$ cat config.mk
export PLATFORM = sky130hd
export DESIGN_NAME = uart_frame_decoder_flat
export DESIGN_NICKNAME = d
export VERILOG_FILES = /design/src/rtl/uart_frame_decoder_if.sv /design/src/rtl/uart_frame_decoder.sv /design/src/flat_wrapper.sv
export SDC_FILE = /design/constraint.sdc
export NUM_CORES = 1
export LEC_CHECK = 0
export ABC_CLOCK_PERIOD_IN_PS = 3050
export BUFFER_PORTS_ARGS = -buffer_cell sky130_fd_sc_hd__buf_4
export CELL_PAD_IN_SITES_DETAIL_PLACEMENT = 0
export CELL_PAD_IN_SITES_GLOBAL_PLACEMENT = 1
export CORE_MARGIN = 4
export CORE_UTILIZATION = 45
export CTS_CLUSTER_DIAMETER = 40
export DETAILED_ROUTE_END_ITERATION = 8
export PLACE_DENSITY = 0.8
export SLEW_MARGIN = 25
export SYNTH_ARGS = -nofsm -noshare
export SYNTH_HDL_FRONTEND = slang
export SYNTH_SLANG_ARGS = --single-unit
export TNS_END_PERCENT = 5
$ cat constraint.sdc
create_clock -name clk -period 3.05 [get_ports clk]
set_clock_uncertainty 0.15 [all_clocks]
set_input_delay 0.1525 -clock clk [delete_from_list [all_inputs] [get_ports clk]]
set_output_delay 0.1525 -clock clk [all_outputs]
set_load 0.01 [all_outputs]
$ cat src/rtl/uart_frame_decoder_if.sv
// Byte-stream, header and payload signals of the frame decoder.
// master is the decoder's view; slave is the view of the surrounding logic.
interface uart_frame_decoder_if;
  logic [7:0] in_data;
  logic       in_valid;
  logic       in_ready;
  logic [7:0] hdr_cmd;
  logic [7:0] hdr_len;
  logic       hdr_valid;
  logic       hdr_ready;
  logic [7:0] pl_data;
  logic       pl_valid;
  logic       pl_last;
  logic       pl_ready;
  logic       frame_done;
  logic [1:0] frame_err;

  modport master (
    input  in_data, in_valid, hdr_ready, pl_ready,
    output in_ready, hdr_cmd, hdr_len, hdr_valid,
           pl_data, pl_valid, pl_last, frame_done, frame_err
  );

  modport slave (
    output in_data, in_valid, hdr_ready, pl_ready,
    input  in_ready, hdr_cmd, hdr_len, hdr_valid,
           pl_data, pl_valid, pl_last, frame_done, frame_err
  );
endinterface

$ cat src/rtl/uart_frame_decoder.sv
// Splits SYNC/CMD/LEN/payload/CHK frames into a held header and a zero-latency payload stream.
// Header is held until hdr_ready; payload stalls (pl_ready=0) block the input and never time out.
module uart_frame_decoder #(
  parameter int         CLK_FREQ       = 10_000_000,
  parameter int         TIMEOUT_CYCLES = CLK_FREQ / 100,
  parameter int         MAX_LEN        = 64,
  parameter logic [7:0] SYNC_BYTE      = 8'hA5
) (
  input logic clk,
  input logic rst,
  uart_frame_decoder_if.master bus
);
  localparam int                TMO_W    = $clog2(TIMEOUT_CYCLES + 1);
  localparam logic [TMO_W-1:0] TMO_LAST = TMO_W'(TIMEOUT_CYCLES - 1);
  localparam logic [8:0]       LEN_MAX  = 9'(MAX_LEN);

  localparam logic [1:0] ERR_OK = 2'd0, ERR_CHK = 2'd1, ERR_LEN = 2'd2, ERR_TMO = 2'd3;

  typedef enum logic [2:0] {HUNT, CMD, LEN, HDR, PAYLOAD, CSUM} state_t;

  state_t           state, state_nxt;
  logic [7:0]       acc, acc_nxt;
  logic [7:0]       cnt, cnt_nxt;
  logic [7:0]       cmd_q, cmd_nxt;
  logic [7:0]       len_q, len_nxt;
  logic [TMO_W-1:0] tmo, tmo_nxt;
  logic             hdr_vld_q, hdr_vld_nxt;
  logic             done_q, done_nxt;
  logic [1:0]       err_q, err_nxt;
  logic             ready, accept, tmo_live;

  always_ff @(posedge clk or negedge rst) begin
    if (!rst) begin
      state     <= HUNT;
      acc       <= '0;
      cnt       <= '0;
      cmd_q     <= '0;
      len_q     <= '0;
      tmo       <= '0;
      hdr_vld_q <= 1'b0;
      done_q    <= 1'b0;
      err_q     <= ERR_OK;
    end else begin
      state     <= state_nxt;
      acc       <= acc_nxt;
      cnt       <= cnt_nxt;
      cmd_q     <= cmd_nxt;
      len_q     <= len_nxt;
      tmo       <= tmo_nxt;
      hdr_vld_q <= hdr_vld_nxt;
      done_q    <= done_nxt;
      err_q     <= err_nxt;
    end
  end

  always_comb begin
    state_nxt   = state;
    acc_nxt     = acc;
    cnt_nxt     = cnt;
    cmd_nxt     = cmd_q;
    len_nxt     = len_q;
    tmo_nxt     = tmo;
    hdr_vld_nxt = hdr_vld_q;
    done_nxt    = 1'b0;
    err_nxt     = err_q;

    case (state)
      HUNT, CMD, LEN, CSUM: ready = 1'b1;
      PAYLOAD:              ready = bus.pl_ready;
      default:              ready = 1'b0;
    endcase
    accept = bus.in_valid && ready;

    // A payload stall (pl_ready=0) freezes the timer so slow consumers never abort a frame.
    tmo_live = (state inside {CMD, LEN, CSUM}) || (state == PAYLOAD && bus.pl_ready);
    if (tmo_live) tmo_nxt = tmo + TMO_W'(1);
    if (accept)   tmo_nxt = '0;

    if (tmo_live && tmo == TMO_LAST) begin
      // Timeout wins over a byte arriving in the same cycle; that byte is dropped.
      done_nxt  = 1'b1;
      err_nxt   = ERR_TMO;
      state_nxt = HUNT;
    end else begin
      case (state)
        HUNT: if (accept && bus.in_data == SYNC_BYTE) begin
          acc_nxt   = '0;
          state_nxt = CMD;
        end
        CMD: if (accept) begin
          cmd_nxt   = bus.in_data;
          acc_nxt   = acc ^ bus.in_data;
          state_nxt = LEN;
        end
        LEN: if (accept) begin
          acc_nxt = acc ^ bus.in_data;
          if ({1'b0, bus.in_data} > LEN_MAX) begin
            done_nxt  = 1'b1;
            err_nxt   = ERR_LEN;
            state_nxt = HUNT;
          end else begin
            len_nxt     = bus.in_data;
            cnt_nxt     = bus.in_data;
            hdr_vld_nxt = 1'b1;
            state_nxt   = HDR;
          end
        end
        HDR: if (bus.hdr_ready) begin
          hdr_vld_nxt = 1'b0;
          state_nxt   = (len_q == 8'd0) ? CSUM : PAYLOAD;
        end
        PAYLOAD: if (accept) begin
          acc_nxt = acc ^ bus.in_data;
          cnt_nxt = cnt - 8'd1;
          if (cnt == 8'd1) state_nxt = CSUM;
        end
        CSUM: if (accept) begin
          done_nxt  = 1'b1;
          err_nxt   = (bus.in_data == acc) ? ERR_OK : ERR_CHK;
          state_nxt = HUNT;
        end
        default: state_nxt = HUNT;
      endcase
    end

    if (state_nxt == HUNT) tmo_nxt = '0;
  end

  assign bus.in_ready   = ready;
  assign bus.hdr_cmd    = cmd_q;
  assign bus.hdr_len    = len_q;
  assign bus.hdr_valid  = hdr_vld_q;
  assign bus.pl_data    = (state == PAYLOAD) ? bus.in_data : 8'h00;
  assign bus.pl_valid   = (state == PAYLOAD) && bus.in_valid;
  assign bus.pl_last    = (state == PAYLOAD) && (cnt == 8'd1);
  assign bus.frame_done = done_q;
  assign bus.frame_err  = err_q;
endmodule

$ cat src/flat_wrapper.sv
// flat-port wrapper written by rule: the top's interface ports become plain ports
module uart_frame_decoder_flat 
#(
  parameter int         CLK_FREQ       = 10_000_000,
  parameter int         TIMEOUT_CYCLES = CLK_FREQ / 100,
  parameter int         MAX_LEN        = 64,
  parameter logic [7:0] SYNC_BYTE      = 8'hA5
)
  (clk, rst, bus_in_data, bus_in_valid, bus_hdr_ready, bus_pl_ready, bus_in_ready, bus_hdr_cmd, bus_hdr_len, bus_hdr_valid, bus_pl_data, bus_pl_valid, bus_pl_last, bus_frame_done, bus_frame_err);
  uart_frame_decoder_if bus_i ();
  input logic clk;
  input logic rst;
  input wire logic [$bits(bus_i.in_data)-1:0] bus_in_data;
  input wire logic [$bits(bus_i.in_valid)-1:0] bus_in_valid;
  input wire logic [$bits(bus_i.hdr_ready)-1:0] bus_hdr_ready;
  input wire logic [$bits(bus_i.pl_ready)-1:0] bus_pl_ready;
  output wire logic [$bits(bus_i.in_ready)-1:0] bus_in_ready;
  output wire logic [$bits(bus_i.hdr_cmd)-1:0] bus_hdr_cmd;
  output wire logic [$bits(bus_i.hdr_len)-1:0] bus_hdr_len;
  output wire logic [$bits(bus_i.hdr_valid)-1:0] bus_hdr_valid;
  output wire logic [$bits(bus_i.pl_data)-1:0] bus_pl_data;
  output wire logic [$bits(bus_i.pl_valid)-1:0] bus_pl_valid;
  output wire logic [$bits(bus_i.pl_last)-1:0] bus_pl_last;
  output wire logic [$bits(bus_i.frame_done)-1:0] bus_frame_done;
  output wire logic [$bits(bus_i.frame_err)-1:0] bus_frame_err;
  assign bus_i.in_data = bus_in_data;
  assign bus_i.in_valid = bus_in_valid;
  assign bus_i.hdr_ready = bus_hdr_ready;
  assign bus_i.pl_ready = bus_pl_ready;
  assign bus_in_ready = bus_i.in_ready;
  assign bus_hdr_cmd = bus_i.hdr_cmd;
  assign bus_hdr_len = bus_i.hdr_len;
  assign bus_hdr_valid = bus_i.hdr_valid;
  assign bus_pl_data = bus_i.pl_data;
  assign bus_pl_valid = bus_i.pl_valid;
  assign bus_pl_last = bus_i.pl_last;
  assign bus_frame_done = bus_i.frame_done;
  assign bus_frame_err = bus_i.frame_err;
  uart_frame_decoder #(.CLK_FREQ(CLK_FREQ), .TIMEOUT_CYCLES(TIMEOUT_CYCLES), .MAX_LEN(MAX_LEN), .SYNC_BYTE(SYNC_BYTE)) u_core (.clk(clk), .rst(rst), .bus(bus_i));
endmodule
==> flow_metrics.tcl <==
set metrics [dict create \
    tns_ps 0 \
    fin_nets 384 \
    cp_top_family "compound AO/OA/AOI/OAI gates" \
    yosysUniqueCellTypes 60 \
    vias_per_cell 5.67 \
    core-area_um2 7210 \
    hp-start "bus_in_data[4]" \
    min_period_ps 2710 \
    worst_ep_arrival_time_ps 2770 \
    synth_cells 331 \
    grt_pass1_wl_mm 12.8 \
    worst_slew_pin_slew_ps 926 \
    avgSynthCellArea_um2 10.1 \
    die_h_um 94.0 \
    cts.clk_slew.worst_paths_ps 100 \
    slew_headroom_pct 38.3 \
    mappedNetlistArea_um2 3330 \
    hpwl_mm 5.37 \
    hold_path_class "in -> reg" \
    clock_path_buffers 2 \
    start_kind "flop" \
    netlist.area_leader.share_pct 42.1 \
    finalHoldViolCount 0 \
    num_vias 2652 \
    status "complete, no violations" \
    crit_chain "a21oi_2 -> o22ai_4 -> a21oi_1 -> nand2_1 -> mux2_2" \
    rows 31 \
    path_buf_inv 0 \
    ys.flop_type "dfrtp_1" \
    drc 0 \
    gp_congestion 0.857 \
    dp_slack_ps 364 \
    grt_max_degree 57 \
    root_buffer "clkbuf_8" \
    worstSetupPathType "reg -> reg" \
    route.met2.wl_mm 3.59 \
    numClockSinks 56 \
    drt_first_iter_violations 115 \
    synth_top_area_cell "dfrtp_1" \
    synth_nets 347 \
    yosysSeqAreaShare_pct 42.1 \
    antenna_found_initial 0 \
    leakage_nw 1.62 \
    fp.dieW_um 94.0 \
    drive_above_1_share_pct 22.8 \
    drv_slew 0 \
    die-area_um2 8840 \
    wl_met3_um 310 \
    slowest_delay_ps 730 \
    grt_use_total_pct 18.3 \
    fillers 697 \
    async_flop_share_pct 100 \
    syn2layout_area_growth_pct 16.1 \
    cp_max_fo 19 \
    end_kind "flop" \
    peakVddDrop_mv 0.390 \
    routed_wl_mm 7.72 \
    ys_warn_count 0 \
    ant_nets 0 \
    worst_ep_required_time_ps 3100 \
    num_antenna_cells 0 \
    cts_buffers 5 \
    setup_slack_ps 336 \
    grt_pass1_vias 2500 \
    rsz0062_at_grt "false" \
    drt-met1-wl_mm 3.72 \
    grt-ovfl-total 0 \
    crit_start "u_core.state[0]" \
    ys_seq_elements 56 \
    p_per_area_nw_per_um2 788 \
    io_pins 44 \
    setup_viol 0 \
    reg2reg_from "u_core.state[0]" \
    insertion_delay_ps 310 \
    cts_tree "done" \
    dr.pass1.iters 4 \
    start_util_pct 46.2 \
    h-tree-depth 2 \
    synth.area.top_cells "dfrtp_1, xor2_1, mux2_4" \
    wire_per_inst_um 16.5 \
    critPathSlowestCell "a21oi_1" \
    synth_edf_count 0 \
    maxCapViolations 0 \
    timing.fmax_mhz 368 \
    port_buffers 43 \
    finalCritPeriodShare_pct 89.0 \
    cts_resized 0 \
    routed.top_layer "met4" \
]
## Yosys cell counts (all sizes together) (10+ instances only)
cell,count
nand2,21
mux2,15
nand2b,12
o2bb2ai,12
buf,17
nand3,14
xnor2,10
and2,13
xor2,14
o211ai,11
nor3,23
dfrtp,56
## area by class of cell
class                      instances  area [um2]  share of cell area [%]
sequential                        56        1400                    36.2
timing repair buffer              55         425                    11.0
clock inverter                     1        30.0                   0.776
clock buffer                       7        96.3                    2.49
inverter                           7        26.3                   0.679
multi-input combinational        243        1760                    45.6
tap                               99         124                    3.20
## cells by family (layout without fill, tap and decap cells)
logic type	count (synthesis)	after routing	share of synthesized area (%)
compound gates	67	67	15.0
flops	56	56	42.1
xor+xnor	24	24	6.31
fa+ha+maj	3	3	1.13
simple gates	133	133	24.3
buf+inv	32	70	4.96
mux	16	16	6.27
## report_power, final
| part | switching (W) | internal [W] |
|---|---|---|
| logic | 0.000675 | 0.000660 |
| registers | 0.000211 | 0.000963 |
| clock network | 0.000247 | 0.000290 |
| total | 0.00113 | 0.00191 |
## layout by cell type, fill, tap and decap left out, types with 8 or more instances in the layout
cell type	instances
mux2_4	8
o211ai_1	11
xnor2_1	10
nor3_1	22
nand2b_1	12
buf_4	50
dfrtp_1	56
xor2_1	14
nand3_1	13
o21ai_0	8
nand4_1	9
o2bb2ai_1	12
and2_1	13
nand2_1	21
## repair_timing
action / CTS / global route
endpoints found under the hold margin: 59 / 1
hold buffers: 4 / 1
buffers inserted: 0 / 0
## final timing paths
kind | endpoint | slack, ps | cells past startpoint
setup reg to reg | u_core.cnt[1] | 340 | 5
max in group asynchronous | u_core.tmo[2] | 1960 | 2
hold reg to reg | u_core.bus.hdr_valid | 370 | 1
setup / recovery | u_core.cnt[1] | 340 | 5
min in group asynchronous | u_core.tmo[11] | 270 | 2
hold / removal | u_core.acc[4] | 10 | 3
## registers in the layout, indices dropped and copies added, names as in the netlist
register	cells
u_core.cnt	8
u_core.tmo	17
u_core.acc	8
u_core.bus.frame_done	1
u_core.bus.frame_err	2
u_core.bus.hdr_len	8
u_core.state	3
u_core.bus.hdr_cmd	8
u_core.bus.hdr_valid	1
## worst min-delay path: stages
cell and delay, ps:
buf_4 150, nand2b_1 70, o2bb2ai_1 60
## through the flow
| stage | utilization [%] | total power, W | hold WS [ps] | std cells | area [um2] |
|---|---|---|---|---|---|
| 2_1_floorplan | - | 0.00208 | -293 | 331 | 3330 |
| 3_3_place_gp | 51.2 | 0.00250 | 109 | 455 | 3690 |
| 3_5_place_dp | 51.2 | 0.00252 | 116 | 455 | 3690 |
| 4_1_cts | 53.5 | 0.00307 | 0.385 | 467 | 3860 |
| 5_1_grt | 53.6 | 0.00326 | 3.19 | 468 | 3870 |
| 6_report | 53.6 | 0.00305 | 12.5 | 468 | 3870 |
## routing by layer
metal	vias to the layer above	track usage, %
met3	7	4.01
li1	1286	-
met2	49	27.4
met1	1310	27.0
met5	-	0
met4	0	4.33
Power figures use the tool's default switching activity.
